## config.mk

```make
export PLATFORM = sky130hd
export DESIGN_NAME = sprite_evaluator_flat
export DESIGN_NICKNAME = d
export VERILOG_FILES = /design/src/rtl/sprite_evaluator_if.sv /design/src/rtl/sprite_evaluator.sv /design/src/flat_wrapper.sv
export SDC_FILE = /design/constraint.sdc
export NUM_CORES = 1
export LEC_CHECK = 0
export CAP_MARGIN = 20
export CORE_MARGIN = 10
export CORE_UTILIZATION = 39
export CTS_CLUSTER_SIZE = 30
export DETAILED_ROUTE_END_ITERATION = 7
export PLACE_DENSITY = 0.66
export SYNTH_ARGS = -nofsm -noshare
export SYNTH_HDL_FRONTEND = slang
export SYNTH_SLANG_ARGS = --single-unit
```

## constraint.sdc

```tcl
create_clock -name clk -period 13.7 [get_ports clk]
set_input_delay 2.74 -clock clk [delete_from_list [all_inputs] [get_ports clk]]
set_output_delay 2.74 -clock clk [all_outputs]
set_load 0.05 [all_outputs]
```

## src/rtl/sprite_evaluator_if.sv

```systemverilog
// Bundle between the sprite evaluator and its controller/OAM: line request,
// status, OAM read port and the resulting secondary array.
interface sprite_evaluator_if #(
  parameter int OAM_ADDR_SIZE     = 8,
  parameter int OAM_DATA_SIZE     = 32,
  parameter int SECOND_ARRAY_SIZE = 32,
  parameter int DISPLAY_HEIGHT    = 480,
  parameter int LINE_NUMBER_WIDTH = $clog2(DISPLAY_HEIGHT)
) ();
  logic                                            start;
  logic [LINE_NUMBER_WIDTH-1:0]                    line_number;
  logic                                            busy;
  logic                                            done;
  logic [OAM_ADDR_SIZE-1:0]                        oam_a;
  logic [OAM_DATA_SIZE-1:0]                        oam_d;
  logic [SECOND_ARRAY_SIZE-1:0][OAM_ADDR_SIZE:0]   second_array;
  logic [$clog2(SECOND_ARRAY_SIZE):0]              hit_count;
  logic                                            overflow;

  modport master (
    output start, line_number, oam_d,
    input  busy, done, oam_a, second_array, hit_count, overflow
  );

  modport slave (
    input  start, line_number, oam_d,
    output busy, done, oam_a, second_array, hit_count, overflow
  );
endinterface

```

## src/rtl/sprite_evaluator.sv

```systemverilog
// Scans OAM for sprites covering one display line and collects their addresses.
// Optional macro SPRITE_EVAL_EARLY_STOP_EN: stop the scan at the first overflowing hit.
module sprite_evaluator #(
  parameter int OAM_ADDR_SIZE     = 8,
  parameter int OAM_DATA_SIZE     = 32,
  parameter int OAM_ENTRIES       = 256,
  parameter int SECOND_ARRAY_SIZE = 32,
  parameter int SPRITE_HEIGHT     = 16,
  parameter int DISPLAY_HEIGHT    = 480,
  parameter int LINE_NUMBER_WIDTH = $clog2(DISPLAY_HEIGHT)
) (
  input  logic              clk,
  input  logic              rst,
  sprite_evaluator_if.slave bus
);
  localparam int HC_W   = $clog2(SECOND_ARRAY_SIZE) + 1;
  localparam int SLOT_W = OAM_ADDR_SIZE + 1;

  typedef enum logic [2:0] {S_IDLE, S_CLEAR, S_SCAN, S_FLUSH, S_DONE} state_t;

  state_t                                  state_q, state_d;
  logic [LINE_NUMBER_WIDTH-1:0]            line_q, line_d;
  logic [OAM_ADDR_SIZE-1:0]                oam_a_q, oam_a_d;
  logic                                    vld_p1_q, vld_p1_d;
  logic [OAM_ADDR_SIZE-1:0]                addr_p1_q, addr_p1_d;
  logic [SECOND_ARRAY_SIZE-1:0][SLOT_W-1:0] slots_q, slots_d;
  logic [HC_W-1:0]                         hit_cnt_q, hit_cnt_d;
  logic                                    ovf_q, ovf_d;
  logic                                    hit, full;
  logic                                    unused_oam_bits;

  // 11-bit compare keeps ypos+SPRITE_HEIGHT from wrapping near the top of the ypos range.
  function automatic logic is_hit(input logic [OAM_DATA_SIZE-1:0] w,
                                  input logic [LINE_NUMBER_WIDTH-1:0] line);
    logic [10:0] y, l, top;
    y   = {1'b0, w[27:18]};
    l   = 11'(line);
    top = y + 11'(SPRITE_HEIGHT);
    return w[31] && (l >= y) && (l < top);
  endfunction

  assign unused_oam_bits = ^{bus.oam_d[30:28], bus.oam_d[17:0]};

  always_ff @(posedge clk or posedge rst) begin
    if (rst) begin
      state_q   <= S_IDLE;
      line_q    <= '0;
      oam_a_q   <= '0;
      vld_p1_q  <= 1'b0;
      addr_p1_q <= '0;
      slots_q   <= '0;
      hit_cnt_q <= '0;
      ovf_q     <= 1'b0;
    end else begin
      state_q   <= state_d;
      line_q    <= line_d;
      oam_a_q   <= oam_a_d;
      vld_p1_q  <= vld_p1_d;
      addr_p1_q <= addr_p1_d;
      slots_q   <= slots_d;
      hit_cnt_q <= hit_cnt_d;
      ovf_q     <= ovf_d;
    end
  end

  always_comb begin
    state_d   = state_q;
    line_d    = line_q;
    oam_a_d   = oam_a_q;
    vld_p1_d  = 1'b0;
    addr_p1_d = addr_p1_q;
    slots_d   = slots_q;
    hit_cnt_d = hit_cnt_q;
    ovf_d     = ovf_q;
    hit       = vld_p1_q && is_hit(bus.oam_d, line_q);
    full      = (hit_cnt_q == HC_W'(SECOND_ARRAY_SIZE));

    case (state_q)
      S_IDLE, S_DONE: begin
        if (bus.start) begin
          line_d  = bus.line_number;
          state_d = S_CLEAR;
        end
      end
      S_CLEAR: begin
        slots_d   = '0;
        hit_cnt_d = '0;
        ovf_d     = 1'b0;
        oam_a_d   = '0;
        state_d   = S_SCAN;
      end
      S_SCAN: begin
        vld_p1_d  = 1'b1;
        addr_p1_d = oam_a_q;
        if (oam_a_q == OAM_ADDR_SIZE'(OAM_ENTRIES - 1)) state_d = S_FLUSH;
        else                                            oam_a_d = oam_a_q + OAM_ADDR_SIZE'(1);
      end
      S_FLUSH: state_d = S_DONE;
      default: state_d = S_IDLE;
    endcase

    // Evaluation stage: word on oam_d belongs to addr_p1_q issued last cycle.
    if (hit) begin
      if (!full) begin
        slots_d[hit_cnt_q[HC_W-2:0]] = {addr_p1_q, 1'b1};
        hit_cnt_d = hit_cnt_q + HC_W'(1);
      end else begin
        ovf_d = 1'b1;
`ifdef SPRITE_EVAL_EARLY_STOP_EN
        state_d  = S_DONE;
        vld_p1_d = 1'b0;
`else
        state_d  = state_d;
`endif
      end
    end
  end

  assign bus.busy         = (state_q != S_IDLE) && (state_q != S_DONE);
  assign bus.done         = (state_q == S_DONE);
  assign bus.oam_a        = oam_a_q;
  assign bus.second_array = slots_q;
  assign bus.hit_count    = hit_cnt_q;
  assign bus.overflow     = ovf_q;
endmodule

```

## src/flat_wrapper.sv

```systemverilog
// flat-port wrapper written by rule: the top's interface ports become plain ports
module sprite_evaluator_flat 
#(
  parameter int OAM_ADDR_SIZE     = 8,
  parameter int OAM_DATA_SIZE     = 32,
  parameter int OAM_ENTRIES       = 256,
  parameter int SECOND_ARRAY_SIZE = 32,
  parameter int SPRITE_HEIGHT     = 16,
  parameter int DISPLAY_HEIGHT    = 480,
  parameter int LINE_NUMBER_WIDTH = $clog2(DISPLAY_HEIGHT)
)
  (clk, rst, bus_start, bus_line_number, bus_oam_d, bus_busy, bus_done, bus_oam_a, bus_second_array, bus_hit_count, bus_overflow);
  sprite_evaluator_if #(.OAM_ADDR_SIZE(OAM_ADDR_SIZE), .OAM_DATA_SIZE(OAM_DATA_SIZE), .SECOND_ARRAY_SIZE(SECOND_ARRAY_SIZE), .DISPLAY_HEIGHT(DISPLAY_HEIGHT), .LINE_NUMBER_WIDTH(LINE_NUMBER_WIDTH)) bus_i ();
  input  logic clk;
  input  logic rst;
  input wire logic [$bits(bus_i.start)-1:0] bus_start;
  input wire logic [$bits(bus_i.line_number)-1:0] bus_line_number;
  input wire logic [$bits(bus_i.oam_d)-1:0] bus_oam_d;
  output wire logic [$bits(bus_i.busy)-1:0] bus_busy;
  output wire logic [$bits(bus_i.done)-1:0] bus_done;
  output wire logic [$bits(bus_i.oam_a)-1:0] bus_oam_a;
  output wire logic [$bits(bus_i.second_array)-1:0] bus_second_array;
  output wire logic [$bits(bus_i.hit_count)-1:0] bus_hit_count;
  output wire logic [$bits(bus_i.overflow)-1:0] bus_overflow;
  assign bus_i.start = bus_start;
  assign bus_i.line_number = bus_line_number;
  assign bus_i.oam_d = bus_oam_d;
  assign bus_busy = bus_i.busy;
  assign bus_done = bus_i.done;
  assign bus_oam_a = bus_i.oam_a;
  assign bus_second_array = bus_i.second_array;
  assign bus_hit_count = bus_i.hit_count;
  assign bus_overflow = bus_i.overflow;
  sprite_evaluator #(.OAM_ADDR_SIZE(OAM_ADDR_SIZE), .OAM_DATA_SIZE(OAM_DATA_SIZE), .OAM_ENTRIES(OAM_ENTRIES), .SECOND_ARRAY_SIZE(SECOND_ARRAY_SIZE), .SPRITE_HEIGHT(SPRITE_HEIGHT), .DISPLAY_HEIGHT(DISPLAY_HEIGHT), .LINE_NUMBER_WIDTH(LINE_NUMBER_WIDTH)) u_core (.clk(clk), .rst(rst), .bus(bus_i));
endmodule
```

==> out/summary.txt, run 1 <==
Tot Pwr: 0.00253 W
EDFF count, synth: 0
Boundary Pins: 349
Cells on Worst Hold Path: 2
Ys Warns: 0
share of layout cells above drive strength 1: 0.0700
WP data required: 14.13 ns
Post-Layout Cell Count: 1989
CP Cell Sequence: clkdlybuf4s50_1 -> ha_1 -> nand3_1 -> xnor2_1 -> ha_1 -> nand2_1 -> nor2_1 -> a221o_1 -> o21ai_4 -> nand4_1 -> mux2i_1
vias in the first global route: 10600
pwr dens: 135 nW/um^2
core footprint: 35600 um^2
area occupied by multi-input gates: 5250 um^2
cell total after placement: 1923
H-Tree Depth: 2
HPWL after DPL: 29800 um
Crit Path Max Fanout: 32
post-cts resize count: 0
P&R area growth vs syn: 33.6%
Async SR Flop Fraction: 1.00
final worst slack: 7.52 ns
status: finished, final reports clean
cts hold-fix bufs: 0
post-synthesis sequential area ratio: 0.578
WL/cell: 22.3 um
Die ar.: 44000 um^2
CTS Buf Count: 38
total nets after synthesis: 1286
Gate Count Post-Synth: 1222
pre-CTS setup slack: 7.03 ns
worst hold path type: register to register
largest net degree at the start of global routing: 123
die width: 210 um
number of max-cap violations: 0
Post-Syn Area: 14000 um^2
Clock Root Buffer: clkbuf_16
clock-pin transition on the worst setup and hold timing paths: 0.05 ns
maximum clock rate: 162 MHz
Post-synth top flop: dfrtp_1
Die Y-Extent: 210 um
GPL Wtd Cong: 0.788
Avg Cell Area, Syn: 11.5 um^2
final net count: 1566
final worst path period need: 6.18 ns
initial antenna violation count: 0
CTS sink count: 324
Clock Path Buffers: 3
slew margin rel.: 0.252
DRT Pass-1 Iters: 5
ANT nets after route: 0
Startpoint Class: input port
ant diodes: 0
Crit Reg-Reg Startpoint: u_core.line_q[2]
slew at the pin closest to its max-slew limit: 1.12 ns
min-delay src: u_core.bus.second_array[153]
Clk Latency, worst-skew pair: 0.54 ns
Rows: 69
Cell variety after synth: 48
final WL: 44400 um
first-pass GRT wire length: 68000 um
Hold EP: u_core.bus.second_array[153]
Reg2Reg Depth: 7
setup TNS: 0 ns
CTS tree: yes
Final Setup Violations: 0
Fillers: 3169
Iter 0 DRT Violations: 718
reg2reg setup slack: 10.23 ns
Slew Limit Fails: 0
clk_skew: 0.0237 ns
CP max stage cell: nand4_1
worst setup path category: input port to register
Worst setup EP type: register
worst-case vdd ir drop: 0.000121 V
sequential cell area: 8110 um^2
R2R Path End: u_core.bus.second_array[19]
Tcrit/Tclk final: 0.451
Final Hold Vio Count: 0
Congestion Overflow GR: 0
Port Buf Inserts: 327
Pleak: 9.14 nW
via/cell ratio: 5.03
Crit path largest cell delay: 0.87 ns
unrepaired setup endpoints after global routing: no
starting density of the core: 0.394
cell mode on critical path: ha_1
Critical Path AT: 6.60 ns
DRC errors left: 0
GR Util All Layers: 0.200
Seq cells post-synth: 324
buffer and inverter count on the worst path: 1
Largest delay share family, worst path: simple AND/OR/NAND/NOR gates
Vias: 9998
postcts setup bufs: 0
synthesized netlist by cell type, types with 2 or more instances:
master,instances,area share
nand2_1,328,0.088
dfrtp_1,324,0.58
mux2i_1,259,0.18
clkbuf_1,63,0.017
inv_1,26,0.0070
ha_1,20,0.018
buf_6,19,0.015
nor2_1,17,0.0045
a21o_1,15,0.0080
buf_4,13,0.0070
o21ai_0,13,0.0046
nand4_1,12,0.0054
nor3_1,11,0.0039
nand4_2,10,0.0089
a21oi_1,9,0.0032
buf_2,9,0.0032
mux2_2,9,0.0072
and4_1,8,0.0050
nand3_1,8,0.0029
xor2_1,5,0.0031
nand2b_1,4,0.0018
xnor2_1,4,0.0025
a31oi_1,3,0.0013
and3_1,3,0.0013
a211oi_1,2,0.0011
and2_1,2,0.00089
nor2b_1,2,0.00089
nor3b_1,2,0.0011
o211ai_1,2,0.0011
o311ai_0,2,0.0012
flip-flops by register name, summed over array words and instances, names as in the netlist:
name,cells
u_core.vld_p1_q,1
u_core.bus.hit_count,6
u_core.bus.second_array,288
u_core.bus.overflow,1
u_core.state_q,3
u_core.line_q,9
u_core.bus.oam_a,8
u_core.addr_p1_q,8
how the worst max path moves through the flow:
stage,start,end,slack [ns],depth (start not counted)
4_1_cts,bus_oam_d[22],u_core.bus.second_array[23],7.59,11
3_3_place_gp,bus_oam_d[22],u_core.bus.second_array[241],7.11,11
2_1_floorplan,rst,u_core.addr_p1_q[0],1.99,1
6_report,bus_oam_d[22],u_core.bus.second_array[19],7.52,11
3_5_place_dp,bus_oam_d[22],u_core.bus.second_array[23],7.03,11
5_1_grt,bus_oam_d[22],u_core.bus.second_array[25],7.31,11
worst min-delay path: stages (launching register included):
cell and delay [ns]:
dfrtp_1 0.34, nand2_1 0.05, nand2_1 0.05
stage by stage:
step | hold WS [ns] | utilization | instance area [um^2]
2_1_floorplan | 0.483 | - | 14000
3_3_place_gp | 0.458 | 0.490 | 17400
4_1_cts | 0.477 | 0.527 | 18700
6_report | 0.476 | 0.527 | 18700
3_5_place_dp | 0.463 | 0.491 | 17500
5_1_grt | 0.491 | 0.527 | 18700
layout by cell type (no fill, tap or decap), types with 4 or more instances in the layout:
cell type	netlist	layout
and4_1	8	8
nand4_1	12	12
a21oi_1	9	9
nor3_1	11	6
nor3_2	0	5
nand2b_1	4	4
xor2_1	5	5
xnor2_1	4	4
mux2i_1	259	259
clkdlybuf4s50_1	0	327
bufinv_16	0	4
o21ai_0	13	13
clkinv_2	0	7
nand3_1	8	8
nor2_1	17	17
clkbuf_1	63	6
mux2_2	9	9
clkbuf_16	0	39
inv_1	26	21
a21o_1	15	15
clkbuf_8	0	6
nand2_1	328	328
clkinv_1	1	5
buf_4	13	16
dfrtp_1	324	324
ha_1	20	20
nand4_2	10	10
where the power goes:
group          internal (W)  switching (W)  leakage, nW
logic              0.000113       0.000377         4.01
registers          0.000988      0.0000289         4.50
clock network      0.000629       0.000398        0.628
layer usage:
| layer | GRT usage | part of all wire | up-vias |
|---|---|---|---|
| li1 | - | - | 4630 |
| met1 | 0.245 | 0.41 | 5039 |
| met2 | 0.321 | 0.48 | 281 |
| met3 | 0.0735 | 0.087 | 48 |
| met4 | 0.0613 | 0.020 | 0 |
| met5 | 0 | 0 | - |
area by class of cell:
class | instances | share of cell area
Clock buffer | 51 | 0.0577
Multi-Input combinational cell | 767 | 0.280
Sequential cell | 324 | 0.433
Inverter | 27 | 0.00581
Timing Repair Buffer | 344 | 0.183
Clock inverter | 15 | 0.0101
Tap cell | 461 | 0.0308
logic make-up after synthesis:
family | count (synthesis) | synth area share
AND/OR/NAND/NOR | 415 | 0.130
flip-flops | 324 | 0.578
multiplexers | 269 | 0.193
buffers and inverters | 131 | 0.0495
AO/OA/AOI/OAI | 54 | 0.0262
adder cells (fa/ha/maj) | 20 | 0.0178
XOR/XNOR | 9 | 0.00562
No activity file was read; power rests on OpenSTA's default activity.
==> run 2: changes to the inputs <==
clock period = 5.7 ns   (was 13.7 ns; I/O delays follow)
==> out/summary.txt, run 2 (synthesis results as in run 1) <==
status: finished, final reports clean
pre-CTS setup slack: 1.01 ns
Congestion Overflow GR: 0
cell area after layout: 18800 um^2
Crit Reg-Reg Startpoint: u_core.line_q[2]
post-cts resize count: 0
DRT Pass-1 Iters: 5
reg2reg setup slack: 2.62 ns
DP Area: 17500 um^2
core footprint: 35600 um^2
Iter 0 DRT Violations: 620
final worst path period need: 4.17 ns
max reg flops: 288
Boundary Pins: 349
Die ar.: 44000 um^2
Port Buf Inserts: 327
GR Util All Layers: 0.197
CTS tree: yes
crit path to: u_core.bus.second_array[13]
Final Setup Violations: 0
WP data required: 6.12 ns
worst-case vdd ir drop: 0.000392 V
worst hold slack: 0.476 ns
worst hold path type: register to register
CTS Buf Count: 37
die width: 210 um
Startpoint Class: input port
Slew Limit Fails: 0
cts hold-fix bufs: 0
commonest cells after routing, fill and taps aside: 328 x nand2_1, 327 x clkdlybuf4s50_1, 324 x dfrtp_1
Fillers: 3153
R2R Path End: u_core.bus.second_array[13]
clk_skew: 0.0240 ns
ANT nets after route: 0
slew at the pin closest to its max-slew limit: 1.12 ns
DRC errors left: 0
unrepaired setup endpoints after global routing: no
H-Tree Depth: 2
via/cell ratio: 5.00
final WL: 44200 um
first-pass GRT wire length: 67900 um
initial antenna violation count: 1
vias in the first global route: 10700
WL/cell: 22.1 um
Cells on Worst Hold Path: 1
Final Hold Vio Count: 0
slew margin rel.: 0.256
Worst setup EP type: register
pwr dens: 328 nW/um^2
postcts setup bufs: 0
Vias: 9985
area occupied by multi-input gates: 5250 um^2
Critical Path AT: 4.58 ns
HPWL after DPL: 29500 um
final net count: 1572
Tcrit/Tclk final: 0.731
cell total after placement: 1930
Die Y-Extent: 210 um
Crit Path Max Fanout: 17
final worst slack: 1.53 ns
Pleak: 9.18 nW
maximum clock rate: 240 MHz
Clk Latency, worst-skew pair: 0.53 ns
Clock Path Buffers: 3
commonest non-fill, non-tap cell in the layout: nand2_1
Rows: 69
Clock Root Buffer: clkbuf_16
worst setup path category: input port to register
starting density of the core: 0.394
crit path from: bus_oam_d[22]
largest net degree at the start of global routing: 192
Post-Layout Cell Count: 1996
share of layout cells above drive strength 1: 0.0724
number of max-cap violations: 0
setup TNS: 0 ns
sequential cell area: 8110 um^2
CTS sink count: 324
GPL Wtd Cong: 0.807
clock-pin transition on the worst setup and hold timing paths: 0.06 ns
Reg2Reg Depth: 8
P&R area growth vs syn: 34.4%
-- run 2: changes by cell type in the layout (fill, tap and decap cells not counted), sizes merged --
cell | previous run | this run
diode | 0 | 1
bufinv | 4 | 7
clkinvlp | 1 | 2
clkinv | 14 | 10
buf | 17 | 24
clkbuf | 51 | 50
-- run 2: metrics by stage --
stage	util	power, W
detailed placement	0.493	0.00366
global route	0.530	0.00646
finish	0.530	0.00617
floorplan	-	0.00329
CTS	0.530	0.00625
global placement	0.493	0.00365
-- run 2: how the worst min path moves through the flow --
stage / from / to / slack (ns)
final: u_core.bus.second_array[225] / u_core.bus.second_array[225] / 0.48
after global routing: u_core.bus.second_array[135] / u_core.bus.second_array[135] / 0.49
after CTS: u_core.bus.second_array[216] / u_core.bus.second_array[216] / 0.48
after detailed placement: u_core.bus.second_array[198] / u_core.bus.second_array[198] / 0.46
after global placement: u_core.bus.second_array[162] / u_core.bus.second_array[162] / 0.46
after floorplan: u_core.state_q[0] / u_core.state_q[0] / 0.48
-- run 2: worst max-delay path, stage by stage --
cell and delay, ns:
clkdlybuf4s50_1 0.54, ha_1 0.22, nand3_1 0.10, xnor2_1 0.17, ha_1 0.27, nand2_1 0.08
nor2_1 0.05, a221o_1 0.36, o21ai_4 0.37, buf_4 0.34, nand4_1 0.58, mux2i_1 0.35
-- run 2: per-layer routing --
metal | up-vias | track usage | part of all wire
met4 | 0 | 0.0655 | 0.031
li1 | 4642 | - | -
met3 | 79 | 0.0684 | 0.082
met5 | - | 0 | 0
met1 | 4962 | 0.243 | 0.42
met2 | 302 | 0.318 | 0.47
-- run 2: power by group --
part,total (W),internal [W],switching (W)
combinational,0.00117,0.000267,0.000899
clock,0.00256,0.00160,0.000963
sequential,0.00245,0.00237,0.0000712
total,0.00617,0.00424,0.00193
-- run 2: area by class of cell --
class                   count  share of cell area
clock inverters            15              0.0146
well taps                 461              0.0306
multi-input cells         767               0.279
inverters                  27             0.00558
clock buffers              50              0.0550
repair buffers            351               0.185
diodes                      1            0.000133
flip-flops and latches    324               0.430
